**src/rtl/slc3_stim_sequencer.sv**
```systemverilog
`default_nettype none
// ============================================================================
// Module   : slc3_stim_sequencer
// Purpose  : Script-driven stimulus sequencer for the SLC-3 front panel.
//            Plays back a loadable script of SET_SW / PULSE_RUN / PULSE_CONT /
//            END entries with cycle-exact per-entry post-delays. Supports
//            one-shot or looping playback, abort and status reporting.
// Ports    : Clk, Reset          - clock, synchronous active-high reset
//            wr_en/wr_addr/wr_data - script write port (rejected while busy)
//            start/abort/loop_en - playback control
//            SW, Run, Continue   - panel outputs (buttons active-low)
//            busy, done, pc      - playback status
//            wr_err              - one-cycle pulse on a rejected write
// Revision : 1.0 - initial release
// ============================================================================
module slc3_stim_sequencer #(
    parameter int SW_WIDTH    = 10,
    parameter int DEPTH       = 16,
    parameter int DELAY_WIDTH = 16,
    parameter int PULSE_LEN   = 2,
    parameter int AW          = $clog2(DEPTH),
    parameter int EW          = 2 + SW_WIDTH + DELAY_WIDTH
) (
    input  logic                Clk,
    input  logic                Reset,
    input  logic                wr_en,
    input  logic [AW-1:0]       wr_addr,
    input  logic [EW-1:0]       wr_data,
    input  logic                start,
    input  logic                abort,
    input  logic                loop_en,
    output logic [SW_WIDTH-1:0] SW,
    output logic                Run,
    output logic                Continue,
    output logic                busy,
    output logic                done,
    output logic [AW-1:0]       pc,
    output logic                wr_err
);

    // The counter must hold both a full delay and PULSE_LEN-1.
    localparam int PL_W  = (PULSE_LEN > 1) ? $clog2(PULSE_LEN) : 1;
    localparam int CNT_W = (DELAY_WIDTH > PL_W) ? DELAY_WIDTH : PL_W;

    localparam logic [1:0] c_OP_SET_SW     = 2'b00;
    localparam logic [1:0] c_OP_PULSE_RUN  = 2'b01;
    localparam logic [1:0] c_OP_PULSE_CONT = 2'b10;

    localparam logic [CNT_W-1:0] c_PULSE_CNT = CNT_W'(PULSE_LEN - 1);
    localparam logic [AW-1:0]    c_LAST_PC   = AW'(DEPTH - 1);

    typedef enum logic [2:0] {
        S_IDLE  = 3'd0,
        S_EXEC  = 3'd1,
        S_PULSE = 3'd2,
        S_WAIT  = 3'd3,
        S_DONE  = 3'd4
    } state_t;

    state_t                state_q, state_d;
    logic [SW_WIDTH-1:0]   sw_q, sw_d;
    logic                  run_q, run_d;
    logic                  cont_q, cont_d;
    logic                  busy_q, busy_d;
    logic                  done_q, done_d;
    logic [AW-1:0]         pc_q, pc_d;
    logic [CNT_W-1:0]      cnt_q, cnt_d;
    logic                  wr_err_q;

    logic [EW-1:0]         mem_q [DEPTH];

    logic [EW-1:0]          w_entry;
    logic [1:0]             w_op;
    logic [SW_WIDTH-1:0]    w_value;
    logic [DELAY_WIDTH-1:0] w_delay;

    assign w_entry = mem_q[pc_q];
    assign w_op    = w_entry[EW-1 -: 2];
    assign w_value = w_entry[EW-3 -: SW_WIDTH];
    assign w_delay = w_entry[DELAY_WIDTH-1:0];

    // Script memory: deliberately not reset so a script survives Reset.
    always_ff @(posedge Clk) begin
        if (wr_en && !busy_q) begin
            mem_q[wr_addr] <= wr_data;
        end
    end

    always_comb begin
        state_d = state_q;
        sw_d    = sw_q;
        run_d   = run_q;
        cont_d  = cont_q;
        busy_d  = busy_q;
        done_d  = done_q;
        pc_d    = pc_q;
        cnt_d   = cnt_q;

        if (abort) begin
            // Abort beats every transition; SW and done are left as-is.
            state_d = S_IDLE;
            run_d   = 1'b1;
            cont_d  = 1'b1;
            busy_d  = 1'b0;
        end else begin
            case (state_q)
                S_IDLE, S_DONE: begin
                    if (start) begin
                        pc_d    = '0;
                        done_d  = 1'b0;
                        busy_d  = 1'b1;
                        state_d = S_EXEC;
                    end
                end
                S_EXEC: begin
                    case (w_op)
                        c_OP_SET_SW: begin
                            sw_d    = w_value;
                            cnt_d   = CNT_W'(w_delay);
                            state_d = S_WAIT;
                        end
                        c_OP_PULSE_RUN: begin
                            run_d   = 1'b0;
                            cnt_d   = c_PULSE_CNT;
                            state_d = S_PULSE;
                        end
                        c_OP_PULSE_CONT: begin
                            cont_d  = 1'b0;
                            cnt_d   = c_PULSE_CNT;
                            state_d = S_PULSE;
                        end
                        default: begin
                            // END: loop costs one EXEC bubble at pc 0.
                            if (loop_en) begin
                                pc_d = '0;
                            end else begin
                                busy_d  = 1'b0;
                                done_d  = 1'b1;
                                state_d = S_DONE;
                            end
                        end
                    endcase
                end
                S_PULSE: begin
                    if (cnt_q == '0) begin
                        run_d   = 1'b1;
                        cont_d  = 1'b1;
                        cnt_d   = CNT_W'(w_delay);
                        state_d = S_WAIT;
                    end else begin
                        cnt_d = cnt_q - CNT_W'(1);
                    end
                end
                S_WAIT: begin
                    if (cnt_q == '0) begin
                        // Running off the last entry never loops.
                        if (pc_q == c_LAST_PC) begin
                            busy_d  = 1'b0;
                            done_d  = 1'b1;
                            state_d = S_DONE;
                        end else begin
                            pc_d    = pc_q + AW'(1);
                            state_d = S_EXEC;
                        end
                    end else begin
                        cnt_d = cnt_q - CNT_W'(1);
                    end
                end
                default: begin
                    state_d = S_IDLE;
                    run_d   = 1'b1;
                    cont_d  = 1'b1;
                    busy_d  = 1'b0;
                end
            endcase
        end
    end

    always_ff @(posedge Clk) begin
        if (Reset) begin
            state_q  <= S_IDLE;
            sw_q     <= '0;
            run_q    <= 1'b1;
            cont_q   <= 1'b1;
            busy_q   <= 1'b0;
            done_q   <= 1'b0;
            pc_q     <= '0;
            cnt_q    <= '0;
            wr_err_q <= 1'b0;
        end else begin
            state_q  <= state_d;
            sw_q     <= sw_d;
            run_q    <= run_d;
            cont_q   <= cont_d;
            busy_q   <= busy_d;
            done_q   <= done_d;
            pc_q     <= pc_d;
            cnt_q    <= cnt_d;
            wr_err_q <= wr_en & busy_q;
        end
    end

    assign SW       = sw_q;
    assign Run      = run_q;
    assign Continue = cont_q;
    assign busy     = busy_q;
    assign done     = done_q;
    assign pc       = pc_q;
    assign wr_err   = wr_err_q;

endmodule
`default_nettype wire

```
**config.mk**
```make
export PLATFORM = sky130hd
export DESIGN_NAME = slc3_stim_sequencer
export DESIGN_NICKNAME = d
export VERILOG_FILES = /design/src/rtl/slc3_stim_sequencer.sv
export SDC_FILE = /design/constraint.sdc
export NUM_CORES = 1
export LEC_CHECK = 0
export CORE_ASPECT_RATIO = 1.5
export CORE_MARGIN = 1
export CORE_UTILIZATION = 30
export DETAILED_ROUTE_END_ITERATION = 8
export SYNTH_ARGS = -nofsm -noshare
export SYNTH_HDL_FRONTEND = slang
export SYNTH_SLANG_ARGS = --single-unit
```
**constraint.sdc**
```tcl
create_clock -name Clk -period 10.8 [get_ports Clk]
set_input_delay 2.16 -clock Clk [delete_from_list [all_inputs] [get_ports Clk]]
set_output_delay 2.16 -clock Clk [all_outputs]
set_load 0.01 [all_outputs]
```
Yosys cells after proc, flatten, opt, wreduce, memory -nomap -nowiden

Memory sizes are Yosys's and may differ from the RTL's. A register that Yosys moved wholly into a read port is not among the register bits.
Cells that the tools add are included.
Widths: inputs -> output; s select.

Register bits after elaboration: 38
RAM bits: 448
Bits of input ports: 38
Output and inout bits: 19
Logic and storage cells: 94
Memories kept: 1

Add/sub/neg operators: 2
Equality and inequality tests: 20
Muxes and demuxes: 38
Bitwise logic cells: 4
Reductions and logical operators: 20

Memories:

| name  | depth | bits a word | read ports | clocked after Yosys merged registers in | wr ports | RTL line | RTL |
|---|---|---|---|---|---|---|---|
| mem_q | 16    | 28          | 1          | 1                                       | 1        | 70       | `logic [EW-1:0] mem_q [DEPTH];` |

Operators with widths:

| kind                  | number |
|---|---|
| $pmux 16 s3           | 1 |
| $mux 16               | 2 |
| $pmux 16 s2           | 1 |
| $mux 4                | 7 |
| $ne 2x2->1 const B    | 11 |
| $logic_not 16->1      | 1 |
| $sub 16x1->16 const B | 1 |
| $mux 1                | 15 |
| $mux 3                | 5 |
| $reduce_and 7->1      | 2 |
| $pmux 3 s4            | 1 |
| $pmux 4 s3            | 1 |
| $pmux 1 s3            | 3 |
| $reduce_and 3->1      | 3 |
| $reduce_and 4->1      | 2 |
| $eq 3x2->1 const B    | 2 |
| $pmux 3 s2            | 1 |
| $reduce_and 6->1      | 1 |
| $reduce_bool 3->1     | 2 |
| $reduce_or 2->1       | 3 |
| $reduce_or 3->1       | 2 |
| $add 4x1->4 const B   | 1 |
| $eq 4x4->1 const B    | 1 |
| $ne 4x4->1 const B    | 1 |
| other kinds (12)      | 14 |

Logic depth before layout (Yosys ltp)

Gate-level depths: netlist of the first run.

Word-level depth: 6
Depth in mapped cells: 13
Depth with buffers taken out: 9

Worst setup path after synthesis of the first run

OpenSTA, ideal clock, no wires.

Path type: input-to-reg
From: in wr_en
To: mem mem_q[4][0] (netlist bit), enable pin
Setup time: 448 ps
Arrival time: 4651 ps
Slack: 5700 ps
Stages on the path: 3
Path buffers: 0
Cell sequence: nand2b_1 > or3b_2 > nor3_1

Word-level cells in the longest chain between the ends: 3

Ends and longest elaborated chain:

| what                         | RTL line | RTL |
|---|---|---|
| start, declared              | 26       | `input logic wr_en,` |
| $logic_and 1x1->1            | 84       | `if (wr_en && !busy_q) begin` |
| $mux 1                       | 84       |  |
| $mux 1 (not written as such) | 85       | `mem_q[wr_addr] <= wr_data;` |
| end, declared                | 70       |  |

Every way passes these cells.

==> results.yml, run 1 <==
floorplanning:
  io_pins: 57
  die_x_um: 208
  die-area_sq_um: 64800
  chipHeight_um: 311
  core_area_sq_um: 63200
  rows: 113
  start_util: 0.303
detailed_routing:
  vias_per_cell: 4.98
  dr.pass1.iters: 5
  wl_um: 42300
  drtAntennaViolNets: 0
  num_vias: 9275
  drc_errors: 0
  wl_per_cell_um: 22.7
  drt_iter0_markers: 678
run_status:
  status: "finished clean"
min_path:
  hold_path_startpoint: "Continue"
  hp-class: "reg2reg"
placement:
  gp_congestion: 0.827
  dp.cells: 1784
  place_area_sq_um: 20700
  portBuffers: 56
  dp_hpwl_um: 24400
synthesis:
  synthFlopType: "edfxtp_1"
  seq_area_frac_synth: 0.748
  synthArstFlopShare: 0
  synth_edf_count: 448
  synth_cell_type_count: 59
  netlist_area_sq_um: 19100
  syn_avg_cell_area_sq_um: 20.1
  synth_fp_nets: 997
  synthCells: 952
  ys_seq_elements: 490
  ys.warnings.count: 0
clock_tree:
  path_clk_slew_ns: 0.07
  cts_tree: "done"
  numCtsBuffers: 43
  clock_latency_ns: 0.55
  root_buffer: "clkbuf_16"
  cts_buffer_depth: 3
  clkSinkCount: 490
  cts_htree_levels: 2
  post_cts_buffers: 0
  cts.repair.resized: 0
  cts-hold-fix-buffers: 0
timing:
  finalSetupViolations: 0
  fin_crit_ns: 5.06
  slew_viol_final: 0
  fin_skew_ns: 0.0209
  timing.final.hold_violations: 0
  rsz0062_at_grt: "false"
  finalCritPeriodShare: 0.469
  finalSetupTns_ns: 0
  tightest_slew_ns: 1.20
  fmax_mhz: 197
  slew_headroom: 0.196
setup_path:
  reg2reg_depth: 10
  regToRegSetupSlack_ns: 5.74
  critical_path.startpoint_type: "flip-flop"
  cp_slowest_cell: "dfxtp_4"
  critical_path_class: "reg2reg"
  slowest_delay_ns: 0.89
  cpMostUsedCell: "mux4_2"
  crit_path_max_fanout: 48
  cp_cell_sequence: "buf_4 > mux4_2 > mux4_2 > ha_1 > nor2b_1 > o21ai_0 > a21oi_2 > and3_1 > o21ai_1 > a31oi_1"
  end_kind: "flip-flop"
  crit_required_ns: 11.24
  r2r-end: "cnt_q[15]"
  cp.buffers_inverters: 1
  cp.depth: 10
  crit_family: "multiplexers"
  crit_end: "cnt_q[15]"
  cp.arrival_ns: 5.50
finish:
  layout_common_cells: "edfxtp_1, mux4_2, clkdlybuf4s50_1"
  finalInstanceArea_sq_um: 22200
  final_cells: 1863
  final_common_cell: "edfxtp_1"
  post-route-util: 0.351
  drive_gt1_frac: 0.228
  syn_to_final_growth_pct: 16.1
  nets: 1069
global_route:
  track_usage: 0.132
  gr-total-overflow: 0
  first_global_vias: 9827
  grt_use_met2: 0.242
  grt.busiest_layer: "met2"
  antenna_found_initial: 2
  use_met1: 0.158
  grt_pass1_wl_um: 63600
  grt_max_degree: 62
  met3_usage: 0.0190
pwr:
  combPwrFrac: 0.031
  irDropWorstVdd_mv: 0.0820
  clkPwrFrac: 0.421
  p_sw_frac: 0.197
  power_frac_seq: 0.548
  internal_power_mw: 3.08
  p_sw_mw: 0.757
  leakage_nw: 6.64
  powerDensity_nw_per_um2: 173
job:
  cap_violations: 0
[layout make-up]
class,count,area [sq um]
clock inverter,21,287
antenna,1,2.50
sequential,490,14300
multi-input combinational,397,4640
fill,5749,41000
timing repair buffer,72,681
clock buffer,57,1190
tap,805,1010
inverter,20,75.1
[logic make-up (layout without fill, tap and decap cells)]
logic type               after synthesis  after routing  synth area share
adder cells (fa/ha/maj)                7              7           0.00458
AND/OR/NAND/NOR                      146            146            0.0405
AO/OA/AOI/OAI                        109            109            0.0378
multiplexers                         131            131             0.152
buffers and inverters                 65            170            0.0153
flip-flops                           490            490             0.748
XOR/XNOR                               4              4           0.00183
other                                  0              1                 0
[cells in the mapped netlist (3+ instances only)]
| cell type | instances | share of area |
|---|---|---|
| a22oi_1 | 12 | 0.0047 |
| o21ai_0 | 13 | 0.0034 |
| mux4_2 | 128 | 0.15 |
| a31oi_1 | 6 | 0.0020 |
| a211oi_1 | 6 | 0.0024 |
| dfxtp_1 | 42 | 0.044 |
| nor4_1 | 4 | 0.0013 |
| nand2_1 | 34 | 0.0067 |
| nand3_1 | 7 | 0.0018 |
| nand4b_1 | 3 | 0.0014 |
| xor2_1 | 3 | 0.0014 |
| a21o_1 | 3 | 0.0012 |
| nand3b_1 | 4 | 0.0016 |
| a221oi_1 | 3 | 0.0014 |
| or3_1 | 4 | 0.0013 |
| buf_4 | 6 | 0.0024 |
| edfxtp_1 | 448 | 0.70 |
| clkbuf_1 | 18 | 0.0035 |
| nand4_1 | 3 | 0.00098 |
| a21oi_1 | 18 | 0.0047 |
| a22o_1 | 12 | 0.0055 |
| and3_1 | 4 | 0.0013 |
| nor3_1 | 13 | 0.0034 |
| inv_1 | 20 | 0.0039 |
| nor2b_1 | 7 | 0.0023 |
| ha_1 | 7 | 0.0046 |
| buf_1 | 8 | 0.0016 |
| o21ai_1 | 24 | 0.0063 |
| nor2_1 | 39 | 0.0077 |
| mux2i_1 | 3 | 0.0016 |
| buf_2 | 11 | 0.0029 |
| nand2b_1 | 7 | 0.0023 |
[stage by stage]
| step | power, mW | setup WS (ns) | hold WS, ns |
|---|---|---|---|
| finish | 3.84 | 5.74 | 0.450 |
| global route | 3.95 | 5.20 | 0.470 |
| CTS | 3.88 | 5.60 | 0.458 |
| detailed placement | 2.26 | 5.62 | 0.442 |
| global placement | 2.26 | 5.73 | 0.434 |
| floorplan | 2.20 | 5.70 | 0.469 |
[worst reg2reg max path: stages, from the launching register on]
cell and delay [ns]:
dfxtp_4 0.89, buf_4 0.91, mux4_2 0.64, mux4_2 0.53, ha_1 0.28, nor2b_1 0.12, o21ai_0 0.10, a21oi_2 0.71
and3_1 0.50, o21ai_1 0.14, a31oi_1 0.14
[worst min-delay path by stage]
stage,to,slack [ns],cells after the start
floorplan,SW[0],0.47,2
global placement,Run,0.43,1
detailed placement,Continue,0.44,1
CTS,Continue,0.46,1
global route,Continue,0.47,1
finish,Continue,0.45,1
[sequential cells by signal, indices dropped and copies added (netlist names), named ones only]
register / cells
mem_q: 448
cnt_q: 16
SW: 10
pc: 4
state_q: 3
Continue: 1
Run: 1
busy: 1
done: 1
wr_err: 1
[per-layer routing]
| layer | vias up | wire length, um |
|---|---|---|
| met5 | - | 27 |
| met4 | 4 | 902 |
| met3 | 54 | 1820 |
| met2 | 233 | 22600 |
| met1 | 4908 | 17000 |
| li1 | 4076 | - |
[power groups by stage]
stage	Sequential (mW)	Combinational (mW)	Clock [mW]
finish	2.10	0.120	1.61
detailed placement	2.14	0.121	0
floorplan	2.14	0.0577	0
global placement	2.14	0.117	0
CTS	2.10	0.122	1.65
global route	2.10	0.130	1.71
No activity file was read; power rests on OpenSTA's default activity.
==> run 2: changes to the inputs <==
==> constraint.sdc (replaced) <==
create_clock -name Clk -period 4.3 [get_ports Clk]
set_input_delay 0.86 -clock Clk [delete_from_list [all_inputs] [get_ports Clk]]
set_output_delay 0.86 -clock Clk [all_outputs]
set_load 0.01 [all_outputs]
==> results.yml, run 2 (same netlist as run 1, synthesis figures left out) <==
setup_path:
  cp.arrival_ns: 3.88
  crit_required_ns: 4.76
  crit_path_max_fanout: 22
  critical_path_class: "reg2reg"
  critical_path.startpoint_type: "flip-flop"
  end_kind: "flip-flop"
clock_tree:
  clock_latency_ns: 0.57
  cts_htree_levels: 2
  cts_tree: "done"
  path_clk_slew_ns: 0.07
  numCtsBuffers: 43
  post_cts_buffers: 0
  clkSinkCount: 490
  root_buffer: "clkbuf_16"
  cts_buffer_depth: 3
  cts-hold-fix-buffers: 0
  cts.repair.resized: 0
timing:
  tightest_slew_ns: 1.09
  finalSetupViolations: 0
  fmax_mhz: 292
  slew_viol_final: 0
  slew_headroom: 0.272
  rsz0062_at_grt: "false"
  finalCritPeriodShare: 0.796
  finalSetupTns_ns: 0
  timing.final.hold_violations: 0
  fin_crit_ns: 3.42
  fin_skew_ns: 0.0297
finish:
  post-route-util: 0.352
  layout_common_cells: "edfxtp_1, mux4_2, clkdlybuf4s50_1"
  syn_to_final_growth_pct: 16.4
  final_cells: 1875
  largest_register_ffs: 448
  nets: 1080
  top_register: "mem_q"
  fill_cells: 5722
  drive_gt1_frac: 0.239
  finalInstanceArea_sq_um: 22300
  final_common_cell: "edfxtp_1"
pwr:
  powerDensity_nw_per_um2: 430
  irDropWorstVdd_mv: 0.270
  power_mw: 9.56
  leakage_nw: 6.69
placement:
  dp.cells: 1795
  place_area_sq_um: 20800
  portBuffers: 56
  gp_congestion: 0.818
  dp_hpwl_um: 25200
detailed_routing:
  drtAntennaViolNets: 0
  vias_per_cell: 4.90
  drc_errors: 0
  wl_um: 42300
  wl_per_cell_um: 22.6
  num_vias: 9195
  drt_iter0_markers: 704
  dr.pass1.iters: 5
floorplanning:
  die_x_um: 208
  chipHeight_um: 311
  start_util: 0.303
  io_pins: 57
  core_area_sq_um: 63200
  rows: 113
  die-area_sq_um: 64800
global_route:
  grt_max_degree: 50
  antenna_found_initial: 3
  grt_pass1_wl_um: 64100
  first_global_vias: 9923
  gr-total-overflow: 0
  track_usage: 0.132
min_path:
  hp-class: "reg2reg"
run_status:
  status: "finished clean"
job:
  cap_violations: 0
-- run 2: final cells by class --
class	count	area, sq um	area share
Sequential cell	490	14300	0.643
Inverter	20	75.1	0.00337
Multi-Input combinational cell	397	4640	0.209
Clock buffer	57	1190	0.0535
Antenna cell	1	2.50	0.000112
Tap cell	805	1010	0.0453
Clock inverter	22	260	0.0117
Timing Repair Buffer	83	776	0.0349
-- run 2: worst max-delay path, stage by stage, from the launching register on --
cell	delay, ns
dfxtp_4	0.62
mux4_2	0.55
mux4_2	0.53
ha_1	0.29
nor2b_1	0.12
o21ai_0	0.10
a21oi_2	0.13
buf_4	0.25
and3_1	0.40
o21ai_1	0.15
a31oi_1	0.16
-- run 2: final timing paths --
path	start	end	slack [ns]	depth (start not counted)
max	flip-flop	cnt_q[15]	0.88	10
min	SW[7]	SW[7]	0.45	2
max reg2reg	flip-flop	cnt_q[15]	0.88	10
min reg2reg	SW[7]	SW[7]	0.45	2
-- run 2: per-stage QoR --
step | hold slack, ns | setup slack, ns
4_1_cts | 0.453 | 0.863
3_5_place_dp | 0.442 | 0.900
2_1_floorplan | 0.469 | 0.500
5_1_grt | 0.481 | 0.627
6_report | 0.450 | 0.877
3_3_place_gp | 0.436 | 0.971
-- run 2: metal layers --
metal,global-route usage,vias up,share of wire
li1,-,4088,-
met1,0.154,4899,0.39
met2,0.246,156,0.54
met3,0.0259,46,0.047
met4,0.0340,6,0.016
met5,0,-,0.0011
-- run 2: report_power, final --
group	leakage, nW	switching [mW]	internal (mW)
combinational	1.60	0.201	0.105
clock	0.708	1.71	2.27
sequential	4.39	0.0231	5.25
==> run 3: changes to the inputs <==
==> constraint.sdc (replaced) <==
create_clock -name Clk -period 3.5 [get_ports Clk]
set_input_delay 0.7 -clock Clk [delete_from_list [all_inputs] [get_ports Clk]]
set_output_delay 0.7 -clock Clk [all_outputs]
set_load 0.01 [all_outputs]
==> results.yml, run 3 (same netlist as run 1, synthesis figures left out) <==
run_status:
  status: "finished clean"
clock_tree:
  cts.repair.resized: 0
  cts_htree_levels: 2
  clock_latency_ns: 0.55
  numCtsBuffers: 43
  root_buffer: "clkbuf_16"
  clkSinkCount: 490
  post_cts_buffers: 0
  path_clk_slew_ns: 0.07
  cts_tree: "done"
  cts_buffer_depth: 3
  cts-hold-fix-buffers: 0
setup_path:
  critical_path_class: "reg2reg"
  reg2reg_depth: 9
  critical_path.startpoint_type: "flip-flop"
  crit_required_ns: 3.98
  cp.arrival_ns: 3.64
  crit_path_max_fanout: 15
  end_kind: "flip-flop"
global_route:
  gr-total-overflow: 0
  antenna_found_initial: 3
  grt_max_degree: 76
  grt.busiest_layer: "met2"
  grt_pass1_wl_um: 64000
  grt_use_met2: 0.240
  use_met1: 0.161
  met3_usage: 0.0230
  first_global_vias: 9718
  track_usage: 0.133
floorplanning:
  die_x_um: 208
  die-area_sq_um: 64800
  start_util: 0.303
  chipHeight_um: 311
  core_area_sq_um: 63200
  io_pins: 57
  rows: 113
timing:
  rsz0062_at_grt: "false"
  timing.final.hold_violations: 0
  finalSetupTns_ns: 0
  tightest_slew_ns: 0.957
  fmax_mhz: 316
  slew_viol_final: 0
  finalCritPeriodShare: 0.904
  fin_crit_ns: 3.16
  finalSetupViolations: 0
  fin_skew_ns: 0.00934
  slew_headroom: 0.360
pwr:
  leakage_nw: 6.71
  powerDensity_nw_per_um2: 507
  irDropWorstVdd_mv: 0.339
finish:
  top_register: "mem_q"
  antenna_cells: 0
  drive_gt1_frac: 0.240
  syn_to_final_growth_pct: 17.1
  largest_register_ffs: 448
  nets: 1089
  layout_common_cells: "edfxtp_1, mux4_2, clkdlybuf4s50_1"
  final_common_cell: "edfxtp_1"
  post-route-util: 0.354
min_path:
  hp-class: "reg2reg"
  worstHoldPathCells: 2
  hold_path_startpoint: "SW[8]"
detailed_routing:
  drt_iter0_markers: 640
  vias_per_cell: 4.99
  num_vias: 9385
  wl_per_cell_um: 22.7
  drtAntennaViolNets: 0
  wl_um: 42700
  dr.pass1.iters: 5
  drc_errors: 0
job:
  cap_violations: 0
placement:
  gp_congestion: 0.835
  portBuffers: 56
  dp_hpwl_um: 25100
run 3: through the flow:
| step | setup slack [ns] | hold WS, ns | cells | total power [mW] | area [sq um] |
|---|---|---|---|---|---|
| 6_report | 0.337 | 0.453 | 1879 | 11.4 | 22400 |
| 3_5_place_dp | 0.350 | 0.441 | 1804 | 7.00 | 21100 |
| 4_1_cts | 0.333 | 0.455 | 1879 | 11.5 | 22400 |
| 5_1_grt | 0.123 | 0.471 | 1879 | 11.7 | 22400 |
| 2_1_floorplan | 0.133 | 0.469 | 952 | 6.78 | 19100 |
| 3_3_place_gp | 0.384 | 0.441 | 1804 | 6.98 | 21100 |
run 3: critical path, stage by stage, from the launching register on:
cell     delay, ns
dfxtp_4       0.52
mux4_2        0.54
mux4_2        0.54
ha_1          0.30
nor2b_1       0.12
o21ai_0       0.09
a21oi_2       0.26
and3_1        0.41
a22oi_1       0.13
a21oi_1       0.17
run 3: cell type report:
cell class	instances	area, sq um
multi-input cells	397	4650
fillers	5736	40800
clock inverters	24	184
inverters	20	75.1
well taps	805	1010
clock buffers	51	1110
repair buffers	92	1060
flip-flops and latches	490	14300
run 3: where the power goes:
group          internal, mW  switching [mW]
logic                 0.139           0.248
registers              6.45          0.0276
clock network          2.42            2.07
total                  9.01            2.34
run 3: path summary, 6_finish.rpt:
check	end	slack [ns]
hold reg to reg	SW[8]	0.45
setup / recovery	cnt_q[7]	0.34
setup reg to reg	cnt_q[7]	0.34
hold / removal	SW[8]	0.45
run 3: layer usage:
layer,up-vias,share of wire
li1,4112,-
met1,4986,0.40
met2,224,0.53
met3,57,0.046
met4,6,0.021
met5,-,0.00087
